[src/rtl/packet_sink_rx_pkg.sv]
// Shared types and constants for the NoC packet sink: FSM encoding, default
// geometry and packet-field offset helpers.
package packet_sink_rx_pkg;

  typedef enum logic {
    ST_IDLE = 1'b0,
    ST_RECV = 1'b1
  } rx_state_e;

  localparam int unsigned DEF_CHANNEL_WIDTH = 32;
  localparam int unsigned PKT_FLITS         = 5;
  localparam int unsigned DEF_SERIAL_WIDTH  = 18;
  localparam int unsigned DEF_COUNT_WIDTH   = 32;
  localparam int unsigned DEF_STAMP_WIDTH   = 32;

  // Header flit occupies the MSBs of the packed word, last flit the LSBs.
  function automatic int unsigned packet_bits(int unsigned width, int unsigned flits);
    return width * flits;
  endfunction

  function automatic int unsigned header_lsb(int unsigned width, int unsigned flits);
    return width * (flits - 1);
  endfunction

  function automatic int unsigned flit_cnt_width(int unsigned flits);
    return (flits < 2) ? 1 : $clog2(flits);
  endfunction

endpackage

[src/rtl/packet_sink_rx_flit_deserializer.sv]
// Header-triggered flit deserializer: shift register, flit counter and FSM.
// Flags the edge that captures the last flit and registers the packed packet.
module packet_sink_rx_flit_deserializer
  import packet_sink_rx_pkg::*;
#(
  parameter int unsigned CHANNEL_WIDTH    = DEF_CHANNEL_WIDTH,
  parameter int unsigned FLITS_PER_PACKET = PKT_FLITS,
  parameter int unsigned SERIAL_WIDTH     = DEF_SERIAL_WIDTH
) (
  input  logic                                        clk_i,
  input  logic                                        reset_i,
  input  logic [CHANNEL_WIDTH-1:0]                    flit_i,
  output logic                                        last_beat_o,
  output logic [SERIAL_WIDTH-1:0]                     beat_serial_o,
  output logic                                        done_o,
  output logic [CHANNEL_WIDTH*FLITS_PER_PACKET-1:0]   word_o
);

  localparam int unsigned PW    = packet_bits(CHANNEL_WIDTH, FLITS_PER_PACKET);
  localparam int unsigned SHW   = header_lsb(CHANNEL_WIDTH, FLITS_PER_PACKET);
  localparam int unsigned CNT_W = flit_cnt_width(FLITS_PER_PACKET);

  rx_state_e          state_q;
  logic [CNT_W-1:0]   cnt_q;
  logic [SHW-1:0]     shift_q;
  logic [SHW-1:0]     shift_d;
  logic [PW-1:0]      shift_wide;
  logic               done_q;
  logic [PW-1:0]      word_q;

  // Only the flits preceding the last one are buffered; the last is merged on the fly.
  assign shift_wide    = {shift_q, flit_i};
  assign shift_d       = shift_wide[SHW-1:0];
  assign last_beat_o   = (state_q == ST_RECV) && (cnt_q == CNT_W'(FLITS_PER_PACKET - 1));
  assign beat_serial_o = shift_q[SHW-CHANNEL_WIDTH +: SERIAL_WIDTH];
  assign done_o        = done_q;
  assign word_o        = word_q;

  always_ff @(posedge clk_i) begin
    if (reset_i) begin
      state_q <= ST_IDLE;
      cnt_q   <= '0;
      shift_q <= '0;
      done_q  <= 1'b0;
      word_q  <= '0;
    end else begin
      done_q <= 1'b0;
      case (state_q)
        ST_IDLE: begin
          if (flit_i != '0) begin
            shift_q <= shift_d;
            cnt_q   <= CNT_W'(1);
            state_q <= ST_RECV;
          end
        end
        ST_RECV: begin
          // Payload flits are captured even when zero; only IDLE treats zero as no traffic.
          shift_q <= shift_d;
          if (last_beat_o) begin
            state_q <= ST_IDLE;
            cnt_q   <= '0;
            done_q  <= 1'b1;
            word_q  <= shift_wide;
          end else begin
            cnt_q <= cnt_q + CNT_W'(1);
          end
        end
      endcase
    end
  end

endmodule

[src/rtl/packet_sink_rx.sv]
// NoC packet sink: deserialises fixed-length packets, returns one credit per
// packet, and keeps counts, a completion timestamp and serial-sequence checks.
module packet_sink_rx
  import packet_sink_rx_pkg::*;
#(
  parameter int unsigned CHANNEL_WIDTH    = DEF_CHANNEL_WIDTH,
  parameter int unsigned FLITS_PER_PACKET = PKT_FLITS,
  parameter int unsigned SERIAL_WIDTH     = DEF_SERIAL_WIDTH,
  parameter int unsigned COUNT_WIDTH      = DEF_COUNT_WIDTH,
  parameter int unsigned STAMP_WIDTH      = DEF_STAMP_WIDTH,
  parameter bit          CHECK_SERIAL     = 1'b1
) (
  input  logic                                       clk,
  input  logic                                       reset,
  input  logic [CHANNEL_WIDTH-1:0]                   channel_in,
  output logic                                       credit_out,
  output logic                                       packet_valid,
  output logic [CHANNEL_WIDTH*FLITS_PER_PACKET-1:0]  packet_data,
  output logic [SERIAL_WIDTH-1:0]                    packet_serial,
  output logic [STAMP_WIDTH-1:0]                     rx_stamp,
  output logic [COUNT_WIDTH-1:0]                     packet_count,
  output logic                                       serial_error,
  output logic [COUNT_WIDTH-1:0]                     error_count
);

  logic                    last_beat;
  logic [SERIAL_WIDTH-1:0] beat_serial;
  logic                    done;
  logic [STAMP_WIDTH-1:0]  cycle_q;
  logic [STAMP_WIDTH-1:0]  stamp_q;
  logic [SERIAL_WIDTH-1:0] serial_q;
  logic [COUNT_WIDTH-1:0]  count_q;

  packet_sink_rx_flit_deserializer #(
    .CHANNEL_WIDTH    (CHANNEL_WIDTH),
    .FLITS_PER_PACKET (FLITS_PER_PACKET),
    .SERIAL_WIDTH     (SERIAL_WIDTH)
  ) u_deser (
    .clk_i         (clk),
    .reset_i       (reset),
    .flit_i        (channel_in),
    .last_beat_o   (last_beat),
    .beat_serial_o (beat_serial),
    .done_o        (done),
    .word_o        (packet_data)
  );

  // Credit and valid share the deserializer's registered completion pulse.
  assign packet_valid  = done;
  assign credit_out    = done;
  assign packet_serial = serial_q;
  assign rx_stamp      = stamp_q;
  assign packet_count  = count_q;

  always_ff @(posedge clk) begin
    if (reset) begin
      cycle_q <= '0;
    end else begin
      cycle_q <= cycle_q + STAMP_WIDTH'(1);
    end
  end

  always_ff @(posedge clk) begin
    if (reset) begin
      stamp_q  <= '0;
      serial_q <= '0;
      count_q  <= '0;
    end else if (last_beat) begin
      stamp_q  <= cycle_q;
      serial_q <= beat_serial;
      if (count_q != '1) begin
        count_q <= count_q + COUNT_WIDTH'(1);
      end
    end
  end

  generate
    if (CHECK_SERIAL) begin : g_check
      logic [SERIAL_WIDTH-1:0] expect_q;
      logic                    expect_valid_q;
      logic                    serr_q;
      logic [COUNT_WIDTH-1:0]  err_q;
      logic                    mismatch;

      // The first packet after reset only seeds the expected serial.
      assign mismatch = expect_valid_q && (beat_serial != expect_q);

      always_ff @(posedge clk) begin
        if (reset) begin
          expect_q       <= '0;
          expect_valid_q <= 1'b0;
          serr_q         <= 1'b0;
          err_q          <= '0;
        end else begin
          serr_q <= 1'b0;
          if (last_beat) begin
            serr_q         <= mismatch;
            expect_valid_q <= 1'b1;
            expect_q       <= beat_serial + SERIAL_WIDTH'(1);
            if (mismatch && (err_q != '1)) begin
              err_q <= err_q + COUNT_WIDTH'(1);
            end
          end
        end
      end

      assign serial_error = serr_q;
      assign error_count  = err_q;
    end else begin : g_nocheck
      assign serial_error = 1'b0;
      assign error_count  = '0;
    end
  endgenerate

endmodule

[config.mk]
export PLATFORM = sky130hd
export DESIGN_NAME = packet_sink_rx
export DESIGN_NICKNAME = d
export VERILOG_FILES = /design/src/rtl/packet_sink_rx_pkg.sv /design/src/rtl/packet_sink_rx_flit_deserializer.sv /design/src/rtl/packet_sink_rx.sv
export SDC_FILE = /design/constraint.sdc
export NUM_CORES = 1
export LEC_CHECK = 0
export ABC_AREA = 1
export BUFFER_PORTS_ARGS = -buffer_cell sky130_fd_sc_hd__buf_2
export CAP_MARGIN = 40
export CORE_ASPECT_RATIO = 1.1
export CORE_MARGIN = 4
export CORE_UTILIZATION = 61
export CTS_CLUSTER_SIZE = 8
export DETAILED_ROUTE_END_ITERATION = 8
export PLACE_DENSITY_LB_ADDON = 0.25
export SYNTH_ARGS = -nofsm -noshare
export SYNTH_HDL_FRONTEND = slang
export SYNTH_HIERARCHICAL = 1
export SYNTH_SLANG_ARGS = --single-unit
[constraint.sdc]
create_clock -name clk -period 2.7 [get_ports clk]
set_input_delay 0.81 -clock clk [delete_from_list [all_inputs] [get_ports clk]]
set_output_delay 0.81 -clock clk [all_outputs]
set_load 0.02 [all_outputs]
Yosys cells after proc, flatten, opt, wreduce, memory -nomap -nowiden. Index checks and enable logic that the tools add are counted.

Logic and storage cells: 43. Output and inout bits: 277. Flip-flop bits (word level): 459. Input bits: 34.

Mux-type cells: 9. $add $sub $neg: 5. Reductions and logical operators: 9. Bitwise logic cells: 2. Equality and inequality tests: 5.

Operator list (count): $pmux W128 S2 (1); $mux W128 (1); $add A32 B1 Y32 const B (3); $ne A32 B32 Y1 const B (2); $reduce_bool A32 Y1 (1); $add A18 B1 Y18 const B (1); $ne A18 B18 Y1 (1); $mux W3 (2); $pmux W3 S2 (1); $reduce_and A2 Y1 (3); $reduce_or A2 Y1 (2); $add A3 B1 Y3 const B (1); $eq A3 B3 Y1 const B (1); $logic_and A1 B1 Y1 (3); $mux W1 (3); $ne A2 B1 Y1 const B (1); $not A1 Y1 (2); $pmux W1 S2 (1).

Depth between registers and ports, before layout.
Depth in word-level cells: 4. Mapped depth: 15. Mapped depth without buffers: 14.

By module. The synthesis kept the hierarchy.

By module, submodules not included: packet_sink_rx_flit_deserializer (cells an instance 1392, instances 1, area each 10690.3 um2, seq. area each 5865.6 um2); packet_sink_rx (cells an instance 1284, instances 1, area each 8493.1 um2, seq. area each 3323.2 um2).

Worst setup path after synthesis. Ideal clock, no wire load.

Kind: in2reg. From: input port channel_in[20]. To: register u_deser.shift_q[100]. Path buffers: 2. Cell stages on the path: 10. Arrival time: 1.764 ns. Setup time: 0.113 ns. Slack: 0.823 ns. Data required time: 2.587 ns. Path through: nor2_1 nand2_1 nor2_1 nand2_1 nor2_2 buf_2 buf_2 nand3_1 nand2_1 nor2_1.

Word-level cells in the longest chain between the ends: 2.

RTL lines: start, declared (line packet_sink_rx.sv:15) `input logic [CHANNEL_WIDTH-1:0] channel_in,`; $reduce_bool A32 Y1 (line packet_sink_rx_flit_deserializer.sv:50) `if (flit_i != '0) begin`; $ne A2 B1 Y1 (no line); end signal, assigned (line packet_sink_rx_flit_deserializer.sv:51) `shift_q <= shift_d;`; end signal, assigned (line packet_sink_rx_flit_deserializer.sv:58) `shift_q <= shift_d;`; end, declared (line packet_sink_rx_flit_deserializer.sv:25) `logic [SHW-1:0] shift_q;`.

Every way passes these cells. A chain may end at the register's enable or synchronous reset.

Worst setup path after layout.
From: register u_deser.cnt_q[0]. To: register g_check.err_q[28], in the netlist error_count[28].

Word-level cells in the longest chain between the ends: 3.

RTL lines: start, declared (line packet_sink_rx_flit_deserializer.sv:24) `logic [CNT_W-1:0] cnt_q;`; start signal, assigned (line packet_sink_rx_flit_deserializer.sv:65) `cnt_q <= cnt_q + CNT_W'(1);`; $eq A3 B3 Y1 (line packet_sink_rx_flit_deserializer.sv:34) `assign last_beat_o = (state_q == ST_RECV) && (cnt_q == CNT_W'(FLITS_PER_PACKET - 1));`; $logic_and A1 B1 Y1 (line packet_sink_rx_flit_deserializer.sv:34); net last_beat (line packet_sink_rx.sv:26) `logic last_beat;`; $reduce_and A2 Y1 (no line); end signal, assigned (line packet_sink_rx.sv:101) `err_q <= err_q + COUNT_WIDTH'(1);`; end, declared (line packet_sink_rx.sv:82) `logic [COUNT_WIDTH-1:0] err_q;`.

The timed path passes the listed nets, and every way through them passes these cells.

==> flow_summary.yaml <==
sta:
  fin_crit_sh_pct: 82.39
  max_slew_margin_pct: 46.83
  finClkSkew_ns: 0.01952
  rsz0062_at_grt: "false"
  fmax_mhz: 449.5
  min_period_ns: 2.225
  holdWs_ns: 0.4493
  setup_viol: 0
  hold_viol: 0
  fin_ws_ns: 0.4755
  worstMarginPinSlew_ns: 0.7976
  maxSlewViolCount: 0
  tns_ns: 0
routing:
  wl_um: 54270
  vias: 18240
  wl_per_cell_um: 16.18
  via_per_inst: 5.435
  drcViolationCount: 0
  first_pass_iters: 6
  ant_nets: 0
  initialDrtViolationCount: 1469
yosys:
  synth-edff-count: 0
  ys_warn_count: 6
  synth_cells: 2676
  synthFlopType: "dfxtp_1"
  async_flop_share_pct: 0
  ys_seq_elements: 459
  syn_nets: 2716
  synth_cell_types: 41
  synth_area_mm2: 0.01918
  seq_area_frac_synth_pct: 47.90
  postSynthAreaPerCell_um2: 7.169
setup_path:
  endpoint_kind: "register"
  cpPeakStageDelay_ns: 0.33
  slowest_stage: "dfxtp_1"
  cp.arrival_ns: 2.67
  startpoint_type: "register"
  crit_type: "register to register"
  cp_max_fo: 7
  path_cells: "inv_1 > ha_1 > nand3_1 > inv_2 > inv_2 > nor2_2 > nand3_1 > nor2_1 > nand3_1 > nor2_1 > nand4_1 > nand2_1 > nor2_1"
  required_ns: 3.15
final_layout:
  instances_no_fill: 3355
  syn2layout_area_growth_pct: 18.55
  finalInstanceArea_mm2: 0.02274
  layout-drive-gt1-share_pct: 15.95
  final_util_pct: 73.92
  fin_nets: 2974
clock_tree:
  cts_setup_buffers: 0
  cts_tree: "yes"
  hold_buffers: 0
  cts-resized-gates: 0
  clkSlewWorstSetupHoldPaths_ns: 0.05
  cts.sinks: 459
  clock_latency_ns: 0.56
  cts_buffer_depth: 3
  numCtsBuffers: 67
  root_buffer: "clkbuf_16"
  htree_levels: 3
outcome:
  outcome: "completed"
pwr:
  fin_total_pwr_mw: 14.79
  p_leak_nw: 9.973
  ir_worst_vdd_v: 0.0005360
  power_density_mw_per_mm2: 650.2
job:
  cap_violations: 0
floorplan:
  die_width_um: 177.1
  pin_count: 311
  die_area_mm2: 0.03435
  rows: 67
  die_h_um: 194.0
  core_area_mm2: 0.03077
  start_util_pct: 62.35
global_route:
  grt_max_degree: 131
  first_global_vias: 17690
  grt-ovfl-total: 0
  antenna_found_initial: 2
  grt.total_usage_pct: 30.61
  grt_pass1_wl_um: 87420
placement:
  dpl.hpwl_um: 37460
  placed_cell_area_mm2: 0.02092
  portBuffers: 310
  post-place-ws_ns: 0.3445
  post-place-cells: 3279
  gp_routability_congestion: 0.9469
min_path:
  hold_class: "register to register"
## worst max-delay path: cells and delay by family, from the launching register on
family | cells | cell delay (ns)
adders and majority gates | 1 | 0.15
and+or+nand+nor | 9 | 1.30
buffers and inverters | 3 | 0.33
DFF | 1 | 0.33
## path summary, 6_finish.rpt
| path | cells after the start | slack, ns | startpoint | end |
|---|---|---|---|---|
| max | 13 | 0.48 | u_deser/cnt_q[0] | error_count[28] |
| max reg2reg | 13 | 0.48 | u_deser/cnt_q[0] | error_count[28] |
| min | 2 | 0.45 | u_deser/word_o[107] | u_deser/word_o[107] |
| min reg2reg | 2 | 0.45 | u_deser/word_o[107] | u_deser/word_o[107] |
## state kept, by name (all words and copies together), names as in the netlist
name                    count
g_check.expect_valid_q      1
u_deser/done_o              1
g_check.expect_q           18
error_count                32
packet_serial              18
rx_stamp                   32
u_deser/shift_q           128
cycle_q                    32
u_deser/word_o            160
serial_error                1
u_deser/state_q             1
packet_count               32
u_deser/cnt_q               3
## Yosys cell counts (2+ instances only)
master      n  area [um2]
nand2_1   532        1997
nor2_1    475        1783
dfxtp_1   459        9189
inv_1     312        1171
o21ai_0   229        1146
nand3_1   178       890.9
a21oi_1    90       450.4
clkbuf_1   78       292.8
nand4_1    53       331.6
nor3_1     43       215.2
buf_2      34       170.2
xor2_1     32       280.3
a22o_1     28       245.2
buf_4      20       150.1
nor2_2     15       93.84
buf_6      14       157.7
buf_1      10       37.54
inv_2       7       26.28
ha_1        6       75.07
nand2_2     6       37.54
nor3b_1     6       45.04
o21ai_1     6       30.03
xnor2_1     5       43.79
nor3_2      4       40.04
o21a_1      4       30.03
a31oi_1     3       18.77
and2_1      3       18.77
nand3_2     3       30.03
nor4_1      3       18.77
o21bai_1    3       22.52
or2_2       3       18.77
and3_1      2       12.51
nor3_4      2       32.53
## layer usage
metal	track usage [%]	vias up	part of all wire, %
li1	-	8919	-
met1	37.57	8440	39
met2	51.80	755	48
met3	5.987	121	8.3
met4	14.13	0	4.4
met5	0	-	0
## power breakdown
| group | internal [mW] | total (mW) | leakage [nW] | switching (mW) |
|---|---|---|---|---|
| logic | 0.153 | 0.487 | 5.37 | 0.333 |
| clock network | 4.48 | 7.37 | 0.887 | 2.89 |
| registers | 6.87 | 6.93 | 3.72 | 0.0564 |
| total | 11.5 | 14.8 | 9.97 | 3.28 |
## layout by cell type (no fill, tap or decap), drive strengths merged, types with 6 or more instances in the layout
cell type,synthesis,final
a21oi,91,91
a22o,28,28
buf,78,345
clkbuf,78,68
dfxtp,459,459
ha,6,6
inv,319,321
nand2,539,539
nand3,181,181
nand4,53,53
nor2,491,491
nor3,49,49
nor3b,8,8
o21ai,235,235
xor2,32,32
## cell type report
cell class                 instances  area, um2
multi-input combinational       1741       8000
timing repair buffer             345       2002
clock inverter                     7      121.4
fill                            2467       8024
tap                              414      518.0
antenna                            1      2.502
clock buffer                      68       1702
inverter                         320       1207
sequential                       459       9189
## kinds of logic (layout without fill, tap and decap cells)
kind of cell / Yosys count / count (layout) / synth area share (%)
AO/OA/AOI/OAI: 365 / 365 / 10.21
buffers and inverters: 476 / 740 / 10.47
flip-flops: 459 / 459 / 47.90
AND/OR/NAND/NOR: 1333 / 1333 / 29.33
XOR/XNOR: 37 / 37 / 1.689
adder cells (fa/ha/maj): 6 / 6 / 0.3913
other: 0 / 1 / 0
Note: power is estimated with default switching activity, not from simulation.
